<file path="src/rtl/keypad_pkg.sv">
// Shared keypad constants, plus defaults and legal ranges for the input
// synchronizer/debouncer that qualifies the keypad column lines.
package keypad_pkg;

  localparam int unsigned KEYPAD_ROWS = 4;
  localparam int unsigned KEYPAD_COLS = 4;

  localparam int unsigned DEB_WIDTH_DEF  = KEYPAD_COLS;
  localparam int unsigned DEB_WIDTH_MIN  = 1;
  localparam int unsigned DEB_WIDTH_MAX  = 32;

  localparam int unsigned DEB_SYNC_DEF   = 2;
  localparam int unsigned DEB_SYNC_MIN   = 2;
  localparam int unsigned DEB_SYNC_MAX   = 4;

  localparam int unsigned DEB_COUNT_DEF  = 4;
  localparam int unsigned DEB_COUNT_MIN  = 1;
  localparam int unsigned DEB_COUNT_MAX  = 65535;

  // True when every debouncer parameter is inside its legal range.
  function automatic bit deb_params_ok(input int unsigned width,
                                       input int unsigned sync_stages,
                                       input int unsigned debounce_count);
    return (width >= DEB_WIDTH_MIN) && (width <= DEB_WIDTH_MAX) &&
           (sync_stages >= DEB_SYNC_MIN) && (sync_stages <= DEB_SYNC_MAX) &&
           (debounce_count >= DEB_COUNT_MIN) && (debounce_count <= DEB_COUNT_MAX);
  endfunction

endpackage

</file>
<file path="src/rtl/debounce_bit.sv">
// One debounced channel: synchronizer chain, persistence counter, stable
// level flop and registered rise/fall pulses.
module debounce_bit
  import keypad_pkg::*;
#(
  parameter int unsigned SYNC_STAGES    = DEB_SYNC_DEF,
  parameter int unsigned DEBOUNCE_COUNT = DEB_COUNT_DEF
) (
  input  logic clk,
  input  logic reset,
  input  logic tick,
  input  logic async_in,
  output logic sync_out,
  output logic stable_out,
  output logic rise,
  output logic fall,
  output logic accept
);

  localparam int unsigned CW = $clog2(DEBOUNCE_COUNT + 1);
  localparam logic [CW-1:0] CNT_LAST = CW'(DEBOUNCE_COUNT - 1);

  logic [SYNC_STAGES-1:0] sync_q;
  logic [CW-1:0]          cnt;
  logic                   stable_q;
  logic                   rise_q;
  logic                   fall_q;
  logic                   mismatch;

  // Mismatch detection and acceptance on the final qualifying tick.
  always_comb begin
    mismatch = sync_q[SYNC_STAGES-1] ^ stable_q;
    accept   = mismatch && tick && (cnt == CNT_LAST);
  end

  // Synchronizer shift chain.
  always_ff @(posedge clk or posedge reset) begin
    if (reset) begin
      sync_q <= '0;
    end else begin
      sync_q <= {sync_q[SYNC_STAGES-2:0], async_in};
    end
  end

  // Persistence counter, stable level and one-cycle edge pulses.
  always_ff @(posedge clk or posedge reset) begin
    if (reset) begin
      cnt      <= '0;
      stable_q <= 1'b0;
      rise_q   <= 1'b0;
      fall_q   <= 1'b0;
    end else begin
      if (!mismatch) begin
        cnt <= '0;
      end else if (tick) begin
        if (accept) begin
          cnt      <= '0;
          stable_q <= sync_q[SYNC_STAGES-1];
        end else begin
          cnt <= cnt + CW'(1);
        end
      end
      rise_q <= accept &  sync_q[SYNC_STAGES-1];
      fall_q <= accept & ~sync_q[SYNC_STAGES-1];
    end
  end

  assign sync_out   = sync_q[SYNC_STAGES-1];
  assign stable_out = stable_q;
  assign rise       = rise_q;
  assign fall       = fall_q;

endmodule

</file>
<file path="src/rtl/sync_debounce.sv">
// Multi-channel synchronizer and debouncer for keypad column inputs.
module sync_debounce
  import keypad_pkg::*;
#(
  parameter int unsigned WIDTH          = DEB_WIDTH_DEF,
  parameter int unsigned SYNC_STAGES    = DEB_SYNC_DEF,
  parameter int unsigned DEBOUNCE_COUNT = DEB_COUNT_DEF
) (
  input  logic             clk,
  input  logic             reset,
  input  logic             tick,
  input  logic [WIDTH-1:0] async_in,
  output logic [WIDTH-1:0] sync_out,
  output logic [WIDTH-1:0] stable_out,
  output logic [WIDTH-1:0] rise,
  output logic [WIDTH-1:0] fall,
  output logic             any_change
);

  if (!deb_params_ok(WIDTH, SYNC_STAGES, DEBOUNCE_COUNT)) begin : g_param_check
    $error("sync_debounce: illegal parameters WIDTH=%0d SYNC_STAGES=%0d DEBOUNCE_COUNT=%0d",
           WIDTH, SYNC_STAGES, DEBOUNCE_COUNT);
  end

  logic [WIDTH-1:0] accept_vec;
  logic             any_change_q;

  for (genvar i = 0; i < WIDTH; i++) begin : g_bit
    debounce_bit #(
      .SYNC_STAGES   (SYNC_STAGES),
      .DEBOUNCE_COUNT(DEBOUNCE_COUNT)
    ) u_bit (
      .clk       (clk),
      .reset     (reset),
      .tick      (tick),
      .async_in  (async_in[i]),
      .sync_out  (sync_out[i]),
      .stable_out(stable_out[i]),
      .rise      (rise[i]),
      .fall      (fall[i]),
      .accept    (accept_vec[i])
    );
  end

  // any_change is registered from the per-bit accept terms so it lands on
  // the same edge as the registered rise/fall pulses.
  always_ff @(posedge clk or posedge reset) begin
    if (reset) begin
      any_change_q <= 1'b0;
    end else begin
      any_change_q <= |accept_vec;
    end
  end

  assign any_change = any_change_q;

endmodule

</file>
<file path="config.mk">
export PLATFORM = sky130hd
export DESIGN_NAME = sync_debounce
export DESIGN_NICKNAME = d
export VERILOG_FILES = /design/src/rtl/keypad_pkg.sv /design/src/rtl/debounce_bit.sv /design/src/rtl/sync_debounce.sv
export SDC_FILE = /design/constraint.sdc
export NUM_CORES = 1
export LEC_CHECK = 0
export BUFFER_PORTS_ARGS = -buffer_cell sky130_fd_sc_hd__buf_2
export CAP_MARGIN = 20
export CELL_PAD_IN_SITES_DETAIL_PLACEMENT = 0
export CELL_PAD_IN_SITES_GLOBAL_PLACEMENT = 1
export CORE_ASPECT_RATIO = 0.9
export CORE_UTILIZATION = 45
export CTS_CLUSTER_DIAMETER = 120
export DETAILED_ROUTE_END_ITERATION = 6
export PLACE_DENSITY = 0.92
export SYNTH_ARGS = -nofsm -noshare
export SYNTH_HDL_FRONTEND = slang
export SYNTH_SLANG_ARGS = --single-unit
</file>
<file path="constraint.sdc">
create_clock -name clk -period 2.85 [get_ports clk]
set_input_delay 0.7125 -clock clk [delete_from_list [all_inputs] [get_ports clk]]
set_output_delay 0.7125 -clock clk [all_outputs]
set_load 0.005 [all_outputs]
</file>
==> flow_metrics.env <==
export IMPL_cts_root_buf="sky130_fd_sc_hd__clkbuf_4"
export IMPL_yosysUniqueCellTypes=19
export IMPL_floorplan_initialDensity=0.490
export IMPL_via_count=829
export IMPL_top_layer_used_by_detailed_routing="met4"
export IMPL_layoutNonFillerInstCount=169
export IMPL_design_die_area_mm2=0.00332
export IMPL_worst_path_max_delay_cell="sky130_fd_sc_hd__dfrtp_1"
export IMPL_flow_area_growth_from_synthesis_pct=6.83
export IMPL_r2r_start="g_bit[3].u_bit.stable_out"
export IMPL_required_ns=2.14
export IMPL_grt_overflow_total=0
export IMPL_dr_wl_met2_um=1030
export IMPL_grt_first_pass_wirelength_um=3390
export IMPL_dr_first_iter_drc_count=18
export IMPL_worst_case_clock_skew_ns=0.00771
export IMPL_placement_io_buffers=23
export IMPL_maxCapViolCount=0
export IMPL_drive_above_1_share=0.264
export IMPL_report_final_setup_viol=0
export IMPL_max_clock_freq_mhz=614
export IMPL_cts_max_path_buffers=2
export IMPL_period_share=0.571
export IMPL_die_width_um=60.6
export IMPL_final_util=0.524
export IMPL_synthDominantAreaCellType="sky130_fd_sc_hd__dfrtp_1"
export IMPL_cp_slowest_stage_delay_ns=0.44
export IMPL_synth_top_cells_by_area="sky130_fd_sc_hd__dfrtp_1 (59%), sky130_fd_sc_hd__buf_4 (9.2%), sky130_fd_sc_hd__nand2b_1 (4.9%)"
export IMPL_worst_ep_arrival_time_ns=0.92
export IMPL_setup_repair_after_global_routing_missed_its_margin="no"
export IMPL_post_synth_instance_area_mm2=0.00139
export IMPL_total_cts_buffers=5
export IMPL_gr_usage_all_layers=0.156
export IMPL_synth_top_area_frac=0.594
export IMPL_ys_seq_area_frac=0.594
export IMPL_globalplace_congestion=0.772
export IMPL_ys_ff_latch=33
export IMPL_grt_pass1_vias=789
export IMPL_route_detailed_drc=0
export IMPL_placement_rows=18
export IMPL_insertedDiodeCount=0
export IMPL_cp_cell_sequence="buf_2"
export IMPL_synthesis_nets=127
export IMPL_period_needed_ns=1.63
export IMPL_r2r_setup_slack_ns=1.52
export IMPL_dpl_hpwl_um=1540
export IMPL_cts_repair_timing_setup_buffer_count=0
export IMPL_route_detailed_wl_per_inst_um=12.3
export IMPL_hold_path_startpoint="g_bit[0].u_bit.sync_q[0]"
export IMPL_powerDensity_mw_per_mm2=717
export IMPL_total_number_of_yosys_warnings=0
export IMPL_first_pass_iters=6
export IMPL_post_cts_resized=0
export IMPL_viasPerCell=4.91
export IMPL_worst_skew_pair_late_latency_ns=0.34
export IMPL_route_final_wire_length_um=2080
export IMPL_pin_count_of_the_biggest_net_entering_global_routing=21
export IMPL_cts_num_sinks=33
export IMPL_syn_avg_cell_area_um2=12.0
export IMPL_r2r_end="g_bit[3].u_bit.stable_out"
export IMPL_coreArea_mm2=0.00284
export IMPL_hold_path_class="reg -> reg"
export IMPL_ioPinCount=24
export IMPL_grt_antenna_before_repair=0
export IMPL_routed_metal_1_wirelength_um=900
export IMPL_clock_tree_from_tritoncts="done"
export IMPL_r2r_cells=3
export IMPL_worst_slew_pin_transition_ns=0.594
export IMPL_cp_top_family="flip-flops"
export IMPL_antenna_viol_nets_final=0
export IMPL_worstSetupPathType="reg -> out"
export IMPL_final_net_count=140
export IMPL_vdd_ir_drop_worst_v=0.000330
export IMPL_relSlewSlack=0.604
export IMPL_hold_path_endpoint="g_bit[0].u_bit.sync_q[1]"
export IMPL_fillers=259
export IMPL_place_detailed_instances=162
export IMPL_clk_pin_slew_ns=0.09
export IMPL_cp_start_kind="flop"
export IMPL_routed_wl_met3_um=111
export IMPL_report_final_slew_viol_count=0
export IMPL_critical_path_max_fanout=4
export IMPL_cp_end_kind="output pin"
export IMPL_netlist_instances=116
export IMPL_outcome="finished clean"
export IMPL_cts_hold_repair_buffers=0
export IMPL_final_hold_violation_count=0
export IMPL_dieHeight_um=54.8
export IMPL_whs_path_depth=0
export IMPL_cts_htree_levels=2
export IMPL_timing_critical_path_buf_inv=1
export IMPL_power_static_leakage_nw=0.749
export IMPL_tns_ns=0
[cell families (layout without fill, tap and decap cells)]
family / Yosys count / after routing / synth area share
compound gates: 11 / 11 / 0.0477
simple gates: 43 / 43 / 0.184
mux: 2 / 2 / 0.0153
fa+ha+maj: 4 / 4 / 0.0360
flops: 33 / 33 / 0.594
xor+xnor: 4 / 4 / 0.0252
buf+inv: 19 / 32 / 0.0980
[flip-flops by register name (all words and copies together) (netlist names)]
name,count
any_change,1
g_bit.u_bit.cnt,12
g_bit.u_bit.fall,4
g_bit.u_bit.rise,4
g_bit.u_bit.stable_out,4
g_bit.u_bit.sync_q,8
[power by group]
part,internal (mW),switching [mW],total (mW)
registers,0.538,0.0606,0.599
logic,0.106,0.103,0.209
clock network,0.116,0.141,0.258
[routing by layer]
layer  up-vias  track usage
li1        397            -
met3         5       0.0851
met5         -            0
met4         0       0.0795
met1       409        0.170
met2        18        0.247
[metrics by stage]
| step | hold slack [ns] | setup WS [ns] | area, um2 | total power, mW |
|---|---|---|---|---|
| after floorplan | 0.331 | 1.33 | 1390 | 0.782 |
| after global placement | 0.331 | 1.10 | 1430 | 0.802 |
| after detailed placement | 0.335 | 1.05 | 1430 | 0.821 |
| after CTS | 0.356 | 1.21 | 1490 | 1.08 |
| after global routing | 0.364 | 1.15 | 1490 | 1.14 |
| final | 0.354 | 1.22 | 1490 | 1.07 |
[cell usage in the layout, fill, tap and decap left out]
master                      Yosys  layout
sky130_fd_sc_hd__a21o_1         3       3
sky130_fd_sc_hd__a21oi_1        7       7
sky130_fd_sc_hd__buf_2          1      23
sky130_fd_sc_hd__buf_4         17       1
sky130_fd_sc_hd__clkbuf_1       0       1
sky130_fd_sc_hd__clkbuf_4       0       5
sky130_fd_sc_hd__clkbuf_8       0       1
sky130_fd_sc_hd__dfrtp_1       33      33
sky130_fd_sc_hd__ha_1           4       4
sky130_fd_sc_hd__inv_1          1       1
sky130_fd_sc_hd__mux2_2         1       1
sky130_fd_sc_hd__mux2i_1        1       1
sky130_fd_sc_hd__nand2_1        8       8
sky130_fd_sc_hd__nand2b_1      11      11
sky130_fd_sc_hd__nand3_1        3       3
sky130_fd_sc_hd__nand3b_1       5       5
sky130_fd_sc_hd__nor2_1         8       8
sky130_fd_sc_hd__nor3b_1        2       2
sky130_fd_sc_hd__nor4b_1        3       3
sky130_fd_sc_hd__o2111ai_1      1       1
sky130_fd_sc_hd__or3_4          3       3
sky130_fd_sc_hd__xnor2_1        4       4
[cell usage after synthesis]
| cell | instances |
|---|---|
| sky130_fd_sc_hd__nand3b_1 | 5 |
| sky130_fd_sc_hd__nor2_1 | 8 |
| sky130_fd_sc_hd__buf_4 | 17 |
| sky130_fd_sc_hd__mux2i_1 | 1 |
| sky130_fd_sc_hd__mux2_2 | 1 |
| sky130_fd_sc_hd__a21o_1 | 3 |
| sky130_fd_sc_hd__nand3_1 | 3 |
| sky130_fd_sc_hd__nand2b_1 | 11 |
| sky130_fd_sc_hd__o2111ai_1 | 1 |
| sky130_fd_sc_hd__a21oi_1 | 7 |
| sky130_fd_sc_hd__dfrtp_1 | 33 |
| sky130_fd_sc_hd__buf_2 | 1 |
| sky130_fd_sc_hd__ha_1 | 4 |
| sky130_fd_sc_hd__or3_4 | 3 |
| sky130_fd_sc_hd__inv_1 | 1 |
| sky130_fd_sc_hd__nor3b_1 | 2 |
| sky130_fd_sc_hd__xnor2_1 | 4 |
| sky130_fd_sc_hd__nor4b_1 | 3 |
| sky130_fd_sc_hd__nand2_1 | 8 |
[worst max path at each step]
stage / startpoint / end / slack (ns) / cells past startpoint
floorplan: tick / g_bit[1].u_bit.stable_out / 1.33 / 4
finish: g_bit[3].u_bit.stable_out / stable_out[3] / 1.22 / 1
detailed placement: tick / g_bit[3].u_bit.stable_out / 1.05 / 4
global route: g_bit[3].u_bit.sync_q[1] / sync_out[3] / 1.15 / 1
CTS: g_bit[2].u_bit.sync_q[1] / sync_out[2] / 1.21 / 1
global placement: tick / g_bit[1].u_bit.stable_out / 1.10 / 4
[cell type report]
cell class                      instances  area, um2  share of cell area
Sequential cell                        33        826               0.556
Timing Repair Buffer                   24        123              0.0825
Inverter                                1       3.75             0.00253
Multi-Input combinational cell         64        429               0.289
Clock buffer                            7       55.1              0.0370
Tap cell                               40       50.0              0.0337
Note: power is estimated with default switching activity, not from simulation.
